File: config.mk
export PLATFORM = sky130hd
export DESIGN_NAME = apu_frame_sequencer_flat
export DESIGN_NICKNAME = d
export VERILOG_FILES = /design/src/rtl/apu_frame_sequencer_if.sv /design/src/rtl/apu_frame_sequencer.sv /design/src/flat_wrapper.sv
export SDC_FILE = /design/constraint.sdc
export NUM_CORES = 1
export LEC_CHECK = 0
export CORE_ASPECT_RATIO = 0.6
export CORE_UTILIZATION = 39
export CTS_CLUSTER_DIAMETER = 60
export DETAILED_ROUTE_END_ITERATION = 7
export HOLD_SLACK_MARGIN = 0.05
export PLACE_DENSITY = 0.55
export REMOVE_ABC_BUFFERS = 1
export SETUP_SLACK_MARGIN = 0.3
export SLEW_MARGIN = 15
export SYNTH_ARGS = -nofsm -noshare
export SYNTH_HDL_FRONTEND = slang
export SYNTH_SLANG_ARGS = --single-unit
File: constraint.sdc
create_clock -name clk -period 2.6 [get_ports clk]
set_clock_uncertainty 0.05 [all_clocks]
set_input_delay 0.52 -clock clk [delete_from_list [all_inputs] [get_ports clk]]
set_output_delay 0.52 -clock clk [all_outputs]
set_load 0.01 [all_outputs]
File: src/rtl/apu_frame_sequencer_if.sv
// apu_frame_sequencer_if
// Bundles the CPU-side control inputs and the strobe/interrupt outputs of the
// APU frame sequencer.
//   master : register/bus side (drives cpu_clk_en, load, mode,
//            inhibit_interrupt, irq_ack; observes the strobes, interrupt, step)
//   slave  : the frame sequencer itself
interface apu_frame_sequencer_if;
    logic       cpu_clk_en;
    logic       load;
    logic       mode;
    logic       inhibit_interrupt;
    logic       irq_ack;
    logic       quarter_clk_en;
    logic       half_clk_en;
    logic       interrupt;
    logic [2:0] step;

    modport master (
        output cpu_clk_en, load, mode, inhibit_interrupt, irq_ack,
        input  quarter_clk_en, half_clk_en, interrupt, step
    );

    modport slave (
        input  cpu_clk_en, load, mode, inhibit_interrupt, irq_ack,
        output quarter_clk_en, half_clk_en, interrupt, step
    );
endinterface

File: src/rtl/apu_frame_sequencer.sv
// apu_frame_sequencer
// Divides the CPU clock-enable stream into quarter-frame and half-frame strobes
// and raises the frame interrupt. Step positions, counter width and the
// parity-dependent write-to-reset delay are parameters.
// Ports:
//   clk   : system clock
//   rst_l : synchronous active-low reset
//   bus   : apu_frame_sequencer_if.slave
//           in : cpu_clk_en, load, mode, inhibit_interrupt, irq_ack
//           out: quarter_clk_en, half_clk_en (combinational, gated by
//                cpu_clk_en), interrupt (level), step (last fired step, 0-5)
// Build option:
//   APU_FS_IRQ_EN : when defined, the frame interrupt flag and its
//                   irq_ack / inhibit handling are built; otherwise interrupt
//                   is tied low and irq_ack / inhibit_interrupt are ignored.
module apu_frame_sequencer #(
    parameter int unsigned CNT_W    = 16,
    parameter int unsigned STEP1    = 7457,
    parameter int unsigned STEP2    = 14913,
    parameter int unsigned STEP3    = 22371,
    parameter int unsigned STEP4    = 29829,
    parameter int unsigned STEP5    = 37281,
    parameter int unsigned DLY_EVEN = 3,
    parameter int unsigned DLY_ODD  = 4
) (
    input logic                  clk,
    input logic                  rst_l,
    apu_frame_sequencer_if.slave bus
);

    localparam logic [CNT_W-1:0] S1 = CNT_W'(STEP1);
    localparam logic [CNT_W-1:0] S2 = CNT_W'(STEP2);
    localparam logic [CNT_W-1:0] S3 = CNT_W'(STEP3);
    localparam logic [CNT_W-1:0] S4 = CNT_W'(STEP4);
    localparam logic [CNT_W-1:0] S5 = CNT_W'(STEP5);
    localparam logic [2:0]       D_EVEN = 3'(DLY_EVEN);
    localparam logic [2:0]       D_ODD  = 3'(DLY_ODD);

    generate
        if (!(STEP1 < STEP2 && STEP2 < STEP3 && STEP3 < STEP4 && STEP4 < STEP5 &&
              64'(STEP5) < (64'd1 << CNT_W))) begin : g_param_check
            $error("apu_frame_sequencer: STEP1..STEP5 must be strictly increasing and fit in CNT_W bits");
        end
    endgenerate

    logic [CNT_W-1:0] cnt_r;
    logic             mode_r;
    logic             parity_r;
    logic [2:0]       dly_r;
    logic [2:0]       step_r;

    logic [CNT_W-1:0] last_s;
    logic             expire_s;
    logic             quarter_s;
    logic             half_s;
    logic [2:0]       fire_idx_s;

    assign last_s = mode_r ? S5 : S4;
    // A load landing on the expiry cycle restarts the delay instead of expiring.
    assign expire_s = bus.cpu_clk_en & (dly_r == 3'd1) & ~bus.load;

    // Strobe decode: delay expiry replaces any normal step strobe.
    always_comb begin
        quarter_s  = 1'b0;
        half_s     = 1'b0;
        fire_idx_s = 3'd0;
        if (!rst_l || !bus.cpu_clk_en) begin
            quarter_s = 1'b0;
        end else if (expire_s) begin
            quarter_s = mode_r;
            half_s    = mode_r;
        end else if (cnt_r == S1) begin
            quarter_s  = 1'b1;
            fire_idx_s = 3'd1;
        end else if (cnt_r == S2) begin
            quarter_s  = 1'b1;
            half_s     = 1'b1;
            fire_idx_s = 3'd2;
        end else if (cnt_r == S3) begin
            quarter_s  = 1'b1;
            fire_idx_s = 3'd3;
        end else if (cnt_r == S4 && !mode_r) begin
            quarter_s  = 1'b1;
            half_s     = 1'b1;
            fire_idx_s = 3'd4;
        end else if (cnt_r == S5 && mode_r) begin
            quarter_s  = 1'b1;
            half_s     = 1'b1;
            fire_idx_s = 3'd5;
        end else begin
            fire_idx_s = 3'd0;
        end
    end

    assign bus.quarter_clk_en = quarter_s;
    assign bus.half_clk_en    = half_s;
    assign bus.step           = step_r;

    // Step counter, cycle parity, pending-reset countdown, mode and step index.
    always_ff @(posedge clk) begin
        if (!rst_l) begin
            cnt_r    <= '0;
            mode_r   <= 1'b0;
            parity_r <= 1'b0;
            dly_r    <= 3'd0;
            step_r   <= 3'd0;
        end else begin
            if (bus.cpu_clk_en) begin
                parity_r <= ~parity_r;
                if (expire_s || cnt_r == last_s) begin
                    cnt_r <= '0;
                end else begin
                    cnt_r <= cnt_r + CNT_W'(1);
                end
            end else begin
                cnt_r <= cnt_r;
            end

            if (bus.load) begin
                mode_r <= bus.mode;
                dly_r  <= parity_r ? D_ODD : D_EVEN;
            end else if (bus.cpu_clk_en && dly_r != 3'd0) begin
                dly_r  <= dly_r - 3'd1;
            end else begin
                dly_r  <= dly_r;
            end

            // The index returns to 0 on the count following a wrap to 0.
            if (expire_s) begin
                step_r <= 3'd0;
            end else if (fire_idx_s != 3'd0) begin
                step_r <= fire_idx_s;
            end else if (bus.cpu_clk_en && cnt_r == '0) begin
                step_r <= 3'd0;
            end else begin
                step_r <= step_r;
            end
        end
    end

`ifdef APU_FS_IRQ_EN
    logic inh_r;
    logic irq_r;
    logic irq_set_s;
    logic irq_clr_s;

    assign irq_set_s = bus.cpu_clk_en & (cnt_r == S4) & ~mode_r & ~inh_r;
    assign irq_clr_s = bus.irq_ack | (bus.load & bus.inhibit_interrupt);

    // Frame interrupt flag; a set in the same clock as a clear wins.
    always_ff @(posedge clk) begin
        if (!rst_l) begin
            inh_r <= 1'b0;
            irq_r <= 1'b0;
        end else begin
            if (bus.load) begin
                inh_r <= bus.inhibit_interrupt;
            end else begin
                inh_r <= inh_r;
            end
            if (irq_set_s) begin
                irq_r <= 1'b1;
            end else if (irq_clr_s) begin
                irq_r <= 1'b0;
            end else begin
                irq_r <= irq_r;
            end
        end
    end

    assign bus.interrupt = irq_r;
`else
    logic unused_irq_s;
    assign unused_irq_s  = &{1'b0, bus.irq_ack, bus.inhibit_interrupt};
    assign bus.interrupt = 1'b0;
`endif

endmodule
File: src/flat_wrapper.sv
// flat-port wrapper written by rule: the top's interface ports become plain ports
module apu_frame_sequencer_flat 
#(
    parameter int unsigned CNT_W    = 16,
    parameter int unsigned STEP1    = 7457,
    parameter int unsigned STEP2    = 14913,
    parameter int unsigned STEP3    = 22371,
    parameter int unsigned STEP4    = 29829,
    parameter int unsigned STEP5    = 37281,
    parameter int unsigned DLY_EVEN = 3,
    parameter int unsigned DLY_ODD  = 4
)
  (clk, rst_l, bus_cpu_clk_en, bus_load, bus_mode, bus_inhibit_interrupt, bus_irq_ack, bus_quarter_clk_en, bus_half_clk_en, bus_interrupt, bus_step);
  apu_frame_sequencer_if bus_i ();
  input logic clk;
  input logic rst_l;
  input wire logic [$bits(bus_i.cpu_clk_en)-1:0] bus_cpu_clk_en;
  input wire logic [$bits(bus_i.load)-1:0] bus_load;
  input wire logic [$bits(bus_i.mode)-1:0] bus_mode;
  input wire logic [$bits(bus_i.inhibit_interrupt)-1:0] bus_inhibit_interrupt;
  input wire logic [$bits(bus_i.irq_ack)-1:0] bus_irq_ack;
  output wire logic [$bits(bus_i.quarter_clk_en)-1:0] bus_quarter_clk_en;
  output wire logic [$bits(bus_i.half_clk_en)-1:0] bus_half_clk_en;
  output wire logic [$bits(bus_i.interrupt)-1:0] bus_interrupt;
  output wire logic [$bits(bus_i.step)-1:0] bus_step;
  assign bus_i.cpu_clk_en = bus_cpu_clk_en;
  assign bus_i.load = bus_load;
  assign bus_i.mode = bus_mode;
  assign bus_i.inhibit_interrupt = bus_inhibit_interrupt;
  assign bus_i.irq_ack = bus_irq_ack;
  assign bus_quarter_clk_en = bus_i.quarter_clk_en;
  assign bus_half_clk_en = bus_i.half_clk_en;
  assign bus_interrupt = bus_i.interrupt;
  assign bus_step = bus_i.step;
  apu_frame_sequencer #(.CNT_W(CNT_W), .STEP1(STEP1), .STEP2(STEP2), .STEP3(STEP3), .STEP4(STEP4), .STEP5(STEP5), .DLY_EVEN(DLY_EVEN), .DLY_ODD(DLY_ODD)) u_core (.clk(clk), .rst_l(rst_l), .bus(bus_i));
endmodule
==> results of run 1 <==
[layer usage]
metal  share of wire [%]  global-route usage, %
met1                  52                   29.3
met2                  43                   32.1
met3                 4.2                   3.95
met4                0.73                   5.17
met5                   0                      0
[flip-flops by register name (all words and copies together), names as in the netlist]
name	count
u_core.dly_r	3
u_core.mode_r	1
u_core.cnt_r	16
u_core.bus.step	3
u_core.parity_r	1
[cells in the final DEF (no fill, tap or decap), types with 3 or more instances in the layout]
cell	Yosys	routed
nor3_1	20	20
nor2_1	11	10
clkbuf_8	0	3
dfxtp_2	0	7
ha_1	6	5
inv_1	11	10
buf_6	2	4
dfxtp_1	24	15
clkdlybuf4s50_1	0	6
o211ai_1	3	3
xnor2_1	8	8
or4_1	3	3
nand2_1	16	15
and4_1	3	3
xor2_1	8	8
a21oi_1	4	3
nand4_1	7	7
nand2b_1	4	3
nand3_1	5	5
buf_4	3	30
[cell families after synthesis]
kind of cell               count (synthesis)  synth area share, %
muxes                                      2                 1.30
adders and majority gates                  6                 4.88
AOI/OAI and AO/OA                         18                 8.54
and+or+nand+nor                           92                 36.3
xor gates and xnor gates                  16                 9.11
buffers and inverters                     26                 8.37
DFF                                       24                 31.2
other                                      1                0.244
[worst max-delay path by stage]
stage                                             start                  to  slack (ps)  cells past startpoint
after floorplan            u_core.cnt_r[9]$_SDFFE_PN0P_  bus_quarter_clk_en         440                      5
after global placement                         bus_load  bus_quarter_clk_en        -140                      6
after detailed placement                       bus_load  bus_quarter_clk_en        -140                      6
after CTS                 u_core.cnt_r[14]$_SDFFE_PN0P_  bus_quarter_clk_en         270                      7
after global routing       u_core.cnt_r[1]$_SDFFE_PN0P_  bus_quarter_clk_en         160                      9
final                      u_core.cnt_r[1]$_SDFFE_PN0P_  bus_quarter_clk_en         250                      9
[cell type report]
cell class / count / area, um2 / area share, %
Multi-Input combinational cell: 135 / 1040 / 50.6
Sequential cell: 24 / 497 / 24.1
Timing Repair Buffer: 43 / 349 / 17.0
Tap cell: 47 / 58.8 / 2.86
Clock buffer: 3 / 41.3 / 2.00
Inverter: 11 / 41.3 / 2.00
Clock inverter: 1 / 30.0 / 1.46
[timing repair]
action | in CTS | in global routing
gates resized for setup | 31 | 11
endpoints found under the setup margin | 2 | 3
pin swaps | 7 | 3
setup buffers | 4 | 4
[metrics by stage]
step	setup TNS [ps]	cell area, um2
2_1_floorplan	0	1450
3_5_place_dp	-225	1800
3_3_place_gp	-223	1800
5_1_grt	0	2060
6_report	0	2060
4_1_cts	0	1990
[power by group]
group | switching [mW] | leakage [nW] | internal [mW] | total [mW]
Clock | 0.130 | 0.0357 | 0.206 | 0.336
Sequential | 0.00991 | 0.200 | 0.377 | 0.387
Combinational | 0.0570 | 0.538 | 0.0499 | 0.107
[worst register-to-register path: stages, from the launching register on]
cell,delay (ps)
dfxtp_2,330
inv_2,80
ha_4,160
nand2_4,60
nor4_4,240
buf_4,160
o21ai_2,50
buf_4,140
buf_4,120
buf_4,140
a21oi_4,390
nor3_1,110
==> flow_metrics.env, run 1 <==
export IMPL_final_setup_worst_slack_ps=247
export IMPL_cpPeakStageDelay_ps=330
export IMPL_rsz0062_at_grt="true"
export IMPL_avgSynthCellArea_um2=8.32
export IMPL_num_fill_cells=336
export IMPL_synth_area_top_cells="dfxtp_1, nor3_1, ha_1"
export IMPL_r2r_end="u_core.cnt_r[11]$_SDFFE_PN0P_"
export IMPL_drc=0
export IMPL_wl_um=3980
export IMPL_initial_core_util_pct=41.3
export IMPL_synth_edf_count=0
export IMPL_power_density_mw_per_mm2=403
export IMPL_yosysTopAreaCell="dfxtp_1"
export IMPL_hp_class="flip-flop to flip-flop"
export IMPL_vias=1426
export IMPL_startpoint_type="flip-flop"
export IMPL_cp_end_kind="output pin"
export IMPL_clk_pin_slew_ps=90
export IMPL_syn_cell_area_mm2=0.00154
export IMPL_grt_pass1_vias=1343
export IMPL_drive_above_1_share_pct=32.3
export IMPL_cp_cell_sequence="inv_2 -> ha_4 -> nand2_4 -> nor4_4 -> buf_4 -> o21ai_2 -> and3_4 -> a21oi_2 -> buf_2"
export IMPL_hold_ws_ps=409
export IMPL_avgRoutedWirePerCell_um=15.1
export IMPL_yosysWarnings=0
export IMPL_nNetsFinal=231
export IMPL_areaGrowthSynthToFinish_pct=33.8
export IMPL_place_hpwl_um=2810
export IMPL_cts_root_buf="clkbuf_8"
export IMPL_synth_cells_most_frequent="dfxtp_1, nor3_1, nand2_1"
export IMPL_finalCritPeriodShare_pct=90.5
export IMPL_worstPathMaxFanout=3
export IMPL_h_tree_depth=1
export IMPL_cts_made_buffers=3
export IMPL_first_iter_violations=79
export IMPL_cts_sinks=24
export IMPL_die_x_um=83.1
export IMPL_grtUsageTotal_pct=20.6
export IMPL_maxCapViolCount=0
export IMPL_clk_latency_ps=270
export IMPL_via_per_inst=5.40
export IMPL_grt_pass1_wl_um=6710
export IMPL_grt_max_degree=21
export IMPL_period_needed_ps=2350
export IMPL_rr_startpoint="u_core.cnt_r[1]$_SDFFE_PN0P_"
export IMPL_yosysSeqAreaShare_pct=31.2
export IMPL_chipHeight_um=50.7
export IMPL_yosys_register_bits=24
export IMPL_critPathKind="flip-flop to output pin"
export IMPL_rrSetupSlack_ps=440
export IMPL_cts_path_max_buffers=2
export IMPL_slowest_stage="dfxtp_2"
export IMPL_crit_family="simple AND/OR/NAND/NOR gates"
export IMPL_slew_viol_final=0
export IMPL_crit_arrival_ps=1780
export IMPL_synth_ff_type="dfxtp_1"
export IMPL_syn_inst=185
export IMPL_die_area_mm2=0.00421
export IMPL_core_area_mm2=0.00372
export IMPL_cp_required_ps=2030
export IMPL_total_power_mw=0.829
export IMPL_dp_cells=252
export IMPL_critical_path_buf_inv_count=3
export IMPL_peakVddDrop_uv=248
export IMPL_holdPathStages=2
export IMPL_status="complete, no violations"
export IMPL_hold_start="u_core.bus.step[0]$_SDFFE_PP0P_"
export IMPL_synth_top_cell_area_share_pct=31.2
export IMPL_num_rows=17
export IMPL_cts_hold_buf=0
export IMPL_max_freq_ghz=0.425
export IMPL_synth_distinct_cells=44
export IMPL_dr_pass1_iters=4
export IMPL_fin_util_pct=55.3
export IMPL_portBuffers=9
export IMPL_antenna_cells=0
export IMPL_postSynth_asyncResetShare_pct=0
export IMPL_worst_hold_path_endpoint="u_core.bus.step[0]$_SDFFE_PP0P_"
export IMPL_max_slew_margin_pct=67.2
export IMPL_cts_tree="yes"
export IMPL_antenna_found_initial=0
export IMPL_synth_most_common_cell="dfxtp_1"
export IMPL_worstMarginPinSlew_ps=489
export IMPL_setup_violations=0
export IMPL_gp_congestion=0.892
export IMPL_place_ws_ps=-139
export IMPL_finalHoldViolations=0
export IMPL_grt_overflow=0
export IMPL_p_leak_nw=0.774
export IMPL_reg2reg_depth=11
export IMPL_io_pin_count=13
export IMPL_ant_nets=0
export IMPL_instances_no_fill=264
(Power assumes the default switching activity.)
==> run 2, diff against run 1 <==
--- a/config.mk
+++ b/config.mk
@@ -13,7 +13,7 @@
 export PLACE_DENSITY = 0.55
 export REMOVE_ABC_BUFFERS = 1
 export SETUP_SLACK_MARGIN = 0.3
-export SLEW_MARGIN = 15
+export SLEW_MARGIN = 20
 export SYNTH_ARGS = -nofsm -noshare
 export SYNTH_HDL_FRONTEND = slang
 export SYNTH_SLANG_ARGS = --single-unit
==> results of run 2 <==
The final DEF is identical to that of run 1; final timing and power are the same.
==> run 3, diff against run 2 <==
--- a/config.mk
+++ b/config.mk
@@ -5,6 +5,7 @@
 export SDC_FILE = /design/constraint.sdc
 export NUM_CORES = 1
 export LEC_CHECK = 0
+export ABC_AREA = 1
 export CORE_ASPECT_RATIO = 0.6
 export CORE_UTILIZATION = 39
 export CTS_CLUSTER_DIAMETER = 60
==> run 3 against run 2 <==
Core utilization decreased by 3.6 points. Worst hold slack improved by 22 ps. Flip-flop and latch count stayed put.
==> flow_metrics.env, run 3 <==
export IMPL_total_power_mw=0.844
export IMPL_via_per_inst=4.64
export IMPL_synth_top_cell_area_share_pct=28.1
export IMPL_core_area_mm2=0.00417
export IMPL_internal_power_mw=0.636
export IMPL_grt_pass1_wl_um=6620
export IMPL_final_common_cell="nand2_1"
export IMPL_cts_path_max_buffers=2
export IMPL_clk_pin_slew_ps=90
export IMPL_h_tree_depth=1
export IMPL_yosysSeqAreaShare_pct=28.1
export IMPL_grtUsageTotal_pct=19.1
export IMPL_finalHoldViolations=0
export IMPL_power_switching_mw=0.208
export IMPL_chipHeight_um=53.3
export IMPL_gp_congestion=0.882
export IMPL_avgSynthCellArea_um2=6.43
export IMPL_slew_viol_final=0
export IMPL_swShare_pct=24.7
export IMPL_dr_pass1_iters=4
export IMPL_p_seq_share_pct=45.6
export IMPL_largest_reg_flops=16
export IMPL_place_ws_ps=-179
export IMPL_antenna_found_initial=0
export IMPL_cp_required_ps=2030
export IMPL_final_setup_worst_slack_ps=363
export IMPL_ant_nets=0
export IMPL_cts_sinks=24
export IMPL_cpMostUsedCell="nand2_1"
export IMPL_maxCapViolCount=0
export IMPL_vias=1653
export IMPL_slowest_stage="dfxtp_4"
export IMPL_areaGrowthSynthToFinish_pct=26.0
export IMPL_grt_overflow=0
export IMPL_cts_made_buffers=3
export IMPL_antenna_cells=0
export IMPL_final_cell_mix="nand2_1, nor2_1, inv_1, buf_4, dfxtp_1"
export IMPL_synth_edf_count=0
export IMPL_rr_startpoint="u_core.cnt_r[0]$_SDFFE_PN0P_"
export IMPL_cts_tree="yes"
export IMPL_cp_cell_sequence="buf_6 -> ha_4 -> nand2_1 -> nor2_1 -> nand2_1 -> nand2_2 -> o31a_1 -> buf_2"
export IMPL_portBuffers=9
export IMPL_yosys_register_bits=24
export IMPL_wl_um=4310
export IMPL_cts_root_buf="clkbuf_8"
export IMPL_synth_most_common_cell="nand2_1"
export IMPL_num_rows=18
export IMPL_syn_cell_area_mm2=0.00171
export IMPL_cpPeakStageDelay_ps=370
export IMPL_io_pin_count=13
export IMPL_cp_end_kind="output pin"
export IMPL_combPwrFrac_pct=14.6
export IMPL_setup_violations=0
export IMPL_die_x_um=87.5
export IMPL_grt_max_degree=16
export IMPL_postSynth_asyncResetShare_pct=0
export IMPL_synth_area_top_cells="dfxtp_1, nand2_1, nor2_1"
export IMPL_finalCritPeriodShare_pct=86.0
export IMPL_synth_ff_type="dfxtp_1"
export IMPL_first_iter_violations=102
export IMPL_synth_cells_most_frequent="nand2_1, nor2_1, inv_1"
export IMPL_status="complete, no violations"
export IMPL_yosysWarnings=0
export IMPL_drive_above_1_share_pct=26.7
export IMPL_regMostFlops="u_core.cnt_r"
export IMPL_p_leak_nw=0.921
export IMPL_syn_inst=266
export IMPL_crit_arrival_ps=1670
export IMPL_startpoint_type="flip-flop"
export IMPL_hp_class="flip-flop to flip-flop"
export IMPL_placed_area_mm2=0.00192
export IMPL_cts_hold_buf=0
export IMPL_die_area_mm2=0.00466
export IMPL_clk_latency_ps=270
export IMPL_hold_start="u_core.bus.step[0]$_SDFFE_PP0P_"
export IMPL_synth_distinct_cells=34
export IMPL_clkPwrFrac_pct=39.8
export IMPL_worstPathMaxFanout=4
export IMPL_power_density_mw_per_mm2=392
export IMPL_initial_core_util_pct=41.1
export IMPL_period_needed_ps=2240
export IMPL_nNetsFinal=310
export IMPL_setup_tns_ps=0
export IMPL_avgRoutedWirePerCell_um=12.1
export IMPL_yosysTopAreaCell="dfxtp_1"
export IMPL_grt_pass1_vias=1370
export IMPL_fin_area_mm2=0.00216
export IMPL_critPathKind="flip-flop to output pin"
export IMPL_peakVddDrop_uv=213
export IMPL_hold_ws_ps=430
export IMPL_max_freq_ghz=0.447
export IMPL_crit_path_start="u_core.cnt_r[0]$_SDFFE_PN0P_"
export IMPL_place_hpwl_um=3260
export IMPL_drc=0
export IMPL_rsz0062_at_grt="true"
run 3: power by group through the flow:
stage                     Sequential (mW)  Clock [mW]  Combinational (mW)
final                               0.385       0.336               0.123
after global routing                0.387       0.359               0.139
after detailed placement            0.395           0               0.109
after floorplan                     0.395           0              0.0651
after global placement              0.395           0               0.108
after CTS                           0.386       0.343               0.114
run 3: cell families after synthesis:
kind of cell | after synthesis | share of synthesized area [%]
AND/OR/NAND/NOR | 167 | 46.2
AO/OA/AOI/OAI | 18 | 6.44
XOR/XNOR | 8 | 4.10
flip-flops | 24 | 28.1
buffers and inverters | 42 | 10.6
adder cells (fa/ha/maj) | 6 | 4.39
other | 1 | 0.219
run 3: layer usage:
layer	GRT usage, %	wire [um]
met1	30.6	2360
met2	25.4	1620
met3	3.74	313
met4	2.46	14
met5	0	0
run 3: final timing paths:
| path | end | slack, ps | cells past startpoint |
|---|---|---|---|
| setup / recovery | bus_quarter_clk_en | 360 | 8 |
| hold / removal | u_core.bus.step[0]$_SDFFE_PP0P_ | 430 | 2 |
| setup reg to reg | u_core.bus.step[2]$_SDFFE_PP0P_ | 380 | 16 |
| hold reg to reg | u_core.bus.step[0]$_SDFFE_PP0P_ | 430 | 2 |
run 3: stage by stage:
| step | util (%) | std cells |
|---|---|---|
| 3_3_place_gp | 46.1 | 342 |
| 4_1_cts | 49.6 | 354 |
| 3_5_place_dp | 46.1 | 342 |
| 5_1_grt | 51.7 | 356 |
| 6_report | 51.7 | 356 |
| 2_1_floorplan | - | 262 |
run 3: cell type report:
cell class | instances | area [um2]
Clock inverter | 1 | 30.0
Tap cell | 60 | 75.1
Clock buffer | 3 | 41.3
Fill cell | 422 | 2010
Timing Repair Buffer | 30 | 243
Multi-Input combinational cell | 200 | 1120
Sequential cell | 24 | 504
Inverter | 38 | 143
run 3: worst max-delay path, delay by kind of cell, from the launching register on:
family	cells	cell delay, ps
buffers and inverters	2	270
flip-flops	1	370
adder cells (fa/ha/maj)	1	160
AO/OA/AOI/OAI	1	300
AND/OR/NAND/NOR	4	300
run 3: repair_timing:
action / in CTS / in global routing
pin swaps: 3 / 6
gates resized for setup: 16 / 29
buffers inserted: 8 / 2
setup endpoints to repair: 2 / 5
